File: config.mk
export PLATFORM = sky130hd
export DESIGN_NAME = csr_init_seq
export DESIGN_NICKNAME = d
export VERILOG_FILES = /design/src/rtl/csr_init_seq_pkg.sv /design/src/rtl/csr_init_seq_tick.sv /design/src/rtl/csr_init_seq.sv
export SDC_FILE = /design/constraint.sdc
export NUM_CORES = 1
export LEC_CHECK = 0
export ABC_AREA = 1
export CORE_ASPECT_RATIO = 0.7
export CORE_MARGIN = 1
export CORE_UTILIZATION = 25
export CTS_CLUSTER_SIZE = 12
export DETAILED_ROUTE_END_ITERATION = 7
export GPL_TIMING_DRIVEN = 1
export PLACE_DENSITY = 0.73
export RECOVER_POWER = 50
export SYNTH_ARGS = -nofsm -noshare
export SYNTH_HDL_FRONTEND = slang
export SYNTH_SLANG_ARGS = --single-unit
File: constraint.sdc
create_clock -name clk -period 0.9 [get_ports clk]
set_input_delay 0.135 -clock clk [delete_from_list [all_inputs] [get_ports clk]]
set_output_delay 0.135 -clock clk [all_outputs]
set_load 0.005 [all_outputs]
File: src/rtl/csr_init_seq_pkg.sv
// csr_init_seq shared definitions: FSM encodings, table entry layout and
// status register bit positions.
package csr_init_seq_pkg;

  localparam logic [1:0] S_IDLE  = 2'd0;
  localparam logic [1:0] S_WRITE = 2'd1;
  localparam logic [1:0] S_DELAY = 2'd2;
  localparam logic [1:0] S_DONE  = 2'd3;

  localparam int ENTRY_W  = 24;
  localparam int ADDR_LSB = 16;
  localparam int ADDR_W   = 5;
  localparam int DATA_LSB = 8;
  localparam int DATA_W   = 8;
  localparam int DLY_LSB  = 0;
  localparam int DLY_W    = 8;

  localparam int ST_BUSY = 7;
  localparam int ST_DONE = 6;
  localparam int ST_DROP = 5;

endpackage

File: src/rtl/csr_init_seq_tick.sv
// tick_prescaler: modulo-PRESCALE counter, one-cycle tick per wrap,
// restartable from zero via clear.
module tick_prescaler #(
  parameter int PRESCALE = 1024
) (
  input  logic clk,
  input  logic rst,
  input  logic clear,
  output logic tick
);

  localparam int CW = (PRESCALE > 1) ? $clog2(PRESCALE) : 1;
  localparam logic [CW-1:0] LAST = CW'(PRESCALE - 1);

  logic [CW-1:0] cnt;

  assign tick = (cnt == LAST);

  always_ff @(posedge clk) begin
    if (rst || clear || tick)
      cnt <= '0;
    else
      cnt <= cnt + 1'b1;
  end

endmodule

File: src/rtl/csr_init_seq.sv
// csr_init_seq: replays a table of CSR writes after reset, then hands the
// bus to the host. Optional status register: CSR_INIT_SEQ_STATUS_EN.
module csr_init_seq
  import csr_init_seq_pkg::*;
#(
  parameter int NUM_STEPS = 4,
  parameter logic [((NUM_STEPS > 0) ? NUM_STEPS : 1)*24-1:0]
    STEP_TABLE = '0,
  parameter int PRESCALE = 1024,
  parameter bit AUTO_START = 1'b1,
  parameter logic [4:0] STATUS_ADDR = 5'h1f
) (
  input  logic       clk,
  input  logic       rst,
  input  logic       start,
  input  logic [4:0] host_a,
  input  logic [7:0] host_di,
  input  logic       host_we,
  output logic [7:0] host_do,
  output logic [4:0] csr_a,
  output logic [7:0] csr_di,
  output logic       csr_we,
  input  logic [7:0] csr_do,
  output logic       busy,
  output logic       done,
  output logic       host_drop
);

  localparam logic [1:0] RST_STATE =
    (NUM_STEPS == 0) ? S_DONE :
    (AUTO_START ? S_WRITE : S_IDLE);

  logic [1:0] state;
  logic [3:0] step;
  logic [7:0] dly_cnt;
  logic [4:0] e_addr;
  logic [7:0] e_data;
  logic [7:0] e_dly;
  logic       last;
  logic       tick;
  logic       clear;
  logic       st_hit;
  logic       st_clr;
  logic [7:0] status;

  always_comb begin
    e_addr = '0;
    e_data = '0;
    e_dly  = '0;
    for (int i = 0; i < NUM_STEPS; i++) begin
      if (step == 4'(i)) begin
        e_addr = STEP_TABLE[ENTRY_W*i+ADDR_LSB +: ADDR_W];
        e_data = STEP_TABLE[ENTRY_W*i+DATA_LSB +: DATA_W];
        e_dly  = STEP_TABLE[ENTRY_W*i+DLY_LSB +: DLY_W];
      end
    end
  end

  assign busy  = (state == S_WRITE) || (state == S_DELAY);
  assign last  = (step == 4'(NUM_STEPS - 1));
  assign clear = (state == S_WRITE) && (e_dly != 8'd0);

  assign status = {busy, done, host_drop, 1'b0, step};

`ifdef CSR_INIT_SEQ_STATUS_EN
  assign st_hit = (host_a == STATUS_ADDR);
  assign st_clr = st_hit && host_we && host_di[ST_DROP];
`else
  logic unused_status;
  assign unused_status = ^{STATUS_ADDR, status};
  assign st_hit = 1'b0;
  assign st_clr = 1'b0;
`endif

  tick_prescaler #(
    .PRESCALE(PRESCALE)
  ) u_tick (
    .clk  (clk),
    .rst  (rst),
    .clear(clear),
    .tick (tick)
  );

  // Host owns the bus unless the sequence runs; reset masks any strobe.
  always_comb begin
    csr_a   = host_a;
    csr_di  = host_di;
    csr_we  = host_we && !st_hit;
    host_do = csr_do;
    if (busy) begin
      csr_a   = e_addr;
      csr_di  = e_data;
      csr_we  = (state == S_WRITE);
      host_do = 8'h00;
    end
    if (st_hit)
      host_do = status;
    if (rst)
      csr_we = 1'b0;
  end

  always_ff @(posedge clk) begin
    if (rst) begin
      state     <= RST_STATE;
      step      <= '0;
      dly_cnt   <= '0;
      done      <= (NUM_STEPS == 0);
      host_drop <= 1'b0;
    end else begin
      if (st_clr)
        host_drop <= 1'b0;
      else if (busy && host_we)
        host_drop <= 1'b1;
      case (state)
        S_IDLE, S_DONE: begin
          if (start && (NUM_STEPS != 0)) begin
            state <= S_WRITE;
            step  <= '0;
          end
        end
        S_WRITE: begin
          if (e_dly != 8'd0) begin
            state   <= S_DELAY;
            dly_cnt <= e_dly;
          end else if (last) begin
            state <= S_DONE;
            done  <= 1'b1;
          end else begin
            step <= step + 4'd1;
          end
        end
        S_DELAY: begin
          if (tick) begin
            dly_cnt <= dly_cnt - 8'd1;
            if (dly_cnt == 8'd1) begin
              if (last) begin
                state <= S_DONE;
                done  <= 1'b1;
              end else begin
                state <= S_WRITE;
                step  <= step + 4'd1;
              end
            end
          end
        end
        default: state <= S_IDLE;
      endcase
    end
  end

endmodule
[Yosys cells after proc, flatten, opt, wreduce, memory -nomap -nowiden]
Cells that the tools add are included.
Storage, ports and cells
  bits in registers: 26
  logic and storage cells: 49
  input port bits: 25
Cells by class
  mux-type cells: 20
  eq/ne operators: 10
  add/subtract/negate cells: 3
  reductions and logical operators: 10
Operators with widths (count)
  4-bit 2-to-1 mux: 4
  8-bit 2-to-1 mux: 2
  4-bit case mux with 3 select lines: 1
  10-bit by 1-bit adder with 10-bit output (second input constant): 1
  10-bit == test (second input constant): 1
  2-bit 2-to-1 mux: 5
  8-bit by 1-bit == test with 1-bit output (second input constant): 1
  8-bit by 1-bit subtractor with 8-bit output (second input constant): 1
  2-bit case mux with 3 select lines: 1
  3-bit AND reduction: 2
  1-bit 2-to-1 mux: 5
  5-bit 2-to-1 mux: 1
  4-bit by 1-bit adder with 4-bit output (second input constant): 1
  2-bit == test (second input constant): 2
  4-bit by 2-bit == test with 1-bit output (second input constant): 1
  2-bit by 1-bit != test with 1-bit output (second input constant): 2
  2-bit != test (second input constant): 2
  4-bit AND reduction: 1
  2-bit by 1-bit == test with 1-bit output (second input constant): 1
  2-bit zero test: 1
  1-bit logical OR: 2
  1-bit case mux with 2 select lines: 1
  2-bit AND reduction: 1
  2-bit nonzero test: 1
  other kinds (2): 2

[Longest topological paths before layout]
  depth after elaboration: 5
  depth in mapped cells: 6
  mapped depth without buffers: 6

[Worst setup path before layout]
No wires, ideal clock.
  path type: register -> register
  start: reg step[0]
  end: reg step[2]
  cell stages (with the launch flop): 7
  clock period less this slack: 1016 ps
  setup time: 110 ps
  slack: -116 ps
  arrival: 906 ps
  path buffers: 0
  cells stage by stage: dfxtp_1 ha_1 nand3_2 nand3_1 nand2_1 inv_1 nor2_1
Between the ends
  longest elaborated chain between the ends: 5
Ends and longest elaborated chain
  start: declaration: line csr_init_seq.sv:34  | logic [3:0] step;
  start signal: assignment: line csr_init_seq.sv:129  | step <= step + 4'd1;
  start signal: assignment: line csr_init_seq.sv:141  | step <= step + 4'd1;
  4-bit by 1-bit adder with 4-bit output or 4-bit by 2-bit == test with 1-bit output (tied branches): line csr_init_seq.sv:129, csr_init_seq.sv:141, csr_init_seq.sv:60
  4-bit 2-to-1 mux *: line csr_init_seq.sv:125, csr_init_seq.sv:136
  4-bit 2-to-1 mux: line csr_init_seq.sv:135  | if (dly_cnt == 8'd1) begin
  4-bit 2-to-1 mux: line csr_init_seq.sv:133  | if (tick) begin
  4-bit case mux with 3 select lines *: line csr_init_seq.sv:114  | case (state)
Mark *: on every way between the ends. The rest lies on a longest branch, timed or not. The select of a mux whose other input is x is not followed.
A chain may end at the register's enable or synchronous reset.

[Final worst setup path]
  start: reg state[1]
  end: out csr_di[0]
Between the ends
  longest elaborated chain between the ends: 3
Ends and longest elaborated chain
  start: declaration: line csr_init_seq.sv:33  | logic [1:0] state;
  start signal: assignment: line csr_init_seq.sv:104  | state <= RST_STATE;
  start signal: assignment: line csr_init_seq.sv:117  | state <= S_WRITE;
  start signal: assignment: line csr_init_seq.sv:123  | state <= S_DELAY;
  2-bit by 1-bit == test with 1-bit output or 2-bit == test (tied branches): line csr_init_seq.sv:59  | assign busy = (state == S_WRITE) || (state == S_DELAY);
  1-bit logical OR *: line csr_init_seq.sv:59
  8-bit 2-to-1 mux *: line csr_init_seq.sv:90  | if (busy) begin
  end: declaration: line csr_init_seq.sv:21  | output logic [7:0] csr_di,
Mark *: on every way between the ends. The rest lies on a longest branch, timed or not.

==> results.ini <==
[placement]
preCtsSetupSlack_ns=-0.474
dp_hpwl_um=1280
globalplace.congestion=0.750
port_buffers=49

[worst_setup_path]
worst_ep_arrival_time_ns=1.06
required_ns=0.76
end_kind=output pin
rrSetupSlack_ns=-0.24
cp_max_fo=5
critPathKind=flip-flop to output pin
start_kind=flip-flop
r2r_start=state[1]
reg2reg_depth=7
rr_endpoint=step[1]

[power]
p_per_area_nw_per_um2=1160
leakagePower_nw=0.789
ir_drop_v=0.000823

[die]
row_count=13
fp.dieH_um=39.3
die-area_um2=2180
core_um2=1870
die_w_um=55.3
io_pins=50
start_util_pct=26.6

[logic_synthesis]
ys_top_cells_by_area=dfxtp_1 28%, nand2_1 25%, inv_1 22%
yosysWarnings=0
synth_top_cell_by_area=dfxtp_1
syn_area_per_cell_um2=5.41
yosysUniqueCellTypes=13
synthesis.nets=118
syn-cell-area_um2=498
yosys_register_bits=7
postSynthCellCount=92
ys_seq_area_share_pct=28.1
synthDominantCellAreaShare_pct=28.1

[global_routing]
first_global_vias=713
grt_max_degree=7
gr-usage-met2_pct=36.1
met3_usage_pct=4.62
grt_use_met1_pct=20.4
antenna_found_initial=0
gr-total-overflow=0
top_usage_layer=met2
grt_usage_pct=18.8
grt_pass1_wl_um=3070

[detailed_routing]
vias=788
drtIter0Drc=14
drc=0
antenna_left=0
first_pass_iters=4
routed_wl_um=2060
vias_per_cell=4.19
routedWlPerCell_um=11.0

[clock_network]
htreeDepth=1
insertion_delay_ns=0.25
cts_tree=yes
clkSinkCount=7
clockBufferDepth=2
cts_made_buffers=3
clk_pin_slew_ns=0.05
root_buffer=clkbuf_4

[timing]
fmax_mhz=836
tightestPinTransition_ns=0.171
finalSetupViolCount=30
final.min_clock_period_ns=1.20
rsz0062_at_grt=yes
fin_skew_ns=0.00322
fin_crit_sh_pct=133
hold_ws_ns=0.467
final_hold_viol_count=0
slew_violations=0
relSlewSlack_pct=88.6
post-route-worst-setup-slack_ns=-0.296

[outcome]
violations=negative setup slack
outcome=complete, but fails checks

[finish]
nNetsFinal=193
layout-drive-gt1-share_pct=58.4
area_growth_syn_to_layout_pct=163
diodes=0

[min_path]
hold_end=done
hp-start=done
min_path_type=flip-flop to flip-flop
hold_depth=2

[job]
drv_cap=0

[placed cells by master (no fill, tap or decap), types with 5 or more instances in the layout]
cell and count:
clkdlybuf4s50_1 24, buf_6 21, inv_1 19, buf_2 19
nand2_2 17, nand2_1 12, inv_2 10, buf_4 8
nand2_4 5
[critical path, cell delays in order, from the launching register on]
cell     delay [ns]
dfxtp_4        0.37
buf_6          0.13
buf_6          0.11
nand2_2        0.04
inv_1          0.04
buf_2          0.13
[through the flow]
step	power, W	setup TNS, ns	util, %	std cells	cell area [um^2]
2_1_floorplan	0.000642	0	-	92	515
3_3_place_gp	0.000974	-9.78	57.9	169	1080
3_5_place_dp	0.000995	-10.09	57.9	169	1080
4_1_cts	0.00143	-5.99	64.8	186	1210
5_1_grt	0.00163	-8.33	70.0	188	1310
6_report	0.00152	-6.92	70.0	188	1310
[synth_stat cells]
| master | number |
|---|---|
| inv_2 | 1 |
| nand2_1 | 33 |
| nor2_1 | 6 |
| buf_2 | 2 |
| dfxtp_1 | 7 |
| nand2_2 | 1 |
| nand3_1 | 5 |
| inv_1 | 29 |
| a21oi_1 | 4 |
| ha_1 | 1 |
| a21oi_2 | 1 |
| nand4_1 | 1 |
| nand3_2 | 1 |
[cell type report]
class                      count  area (um^2)
tap                           22         27.5
clock buffer                   4         26.3
multi-input combinational     53          359
sequential                     7          150
inverter                      30          115
timing repair buffer          72          632
fill                         142          561
[flip-flops by register name, indices dropped and copies added (netlist names)]
| register | flops |
|---|---|
| step | 4 |
| done | 1 |
| host_drop | 1 |
| state | 1 |
[routing by layer]
layer  wire length [um]  share of wire [%]
met5                  0                  0
met4                 51                2.5
met3                159                7.7
met2               1040                 50
met1                810                 39
[cell families (layout without fill, tap and decap cells)]
kind of cell,count (synthesis),count (layout),share of synthesized area [%]
compound gates,5,5,5.78
fa+ha+maj,1,1,2.51
buf+inv,32,106,24.6
flops,7,7,28.1
simple gates,47,47,38.9
[report_power, final]
part	total [W]	leakage, nW	internal, W	switching [W]
sequential	0.000415	0.0595	0.000368	0.0000475
combinational	0.000813	0.714	0.000466	0.000347
clock	0.000287	0.0150	0.000169	0.000118
total	0.00152	0.789	0.00100	0.000512
[timing repair]
item	4_1_cts	5_1_grt
cloned	2	0
endpoints found under the setup margin	30	30
pin swaps	7	2
gates resized for setup	141	28
buffers inserted	11	2
hold buffers	0	0
[how the worst max path moves through the flow]
stage                   from        end  slack [ns]  cells after the start
finish              state[1]  csr_di[0]       -0.30                      5
global route        state[1]  csr_di[5]       -0.33                      5
global placement     host_we     csr_we       -0.46                      4
CTS                 state[1]  csr_di[1]       -0.29                      5
detailed placement   host_we     csr_we       -0.47                      4
floorplan            step[1]    step[2]       0.006                      6
(Power assumes the default switching activity.)
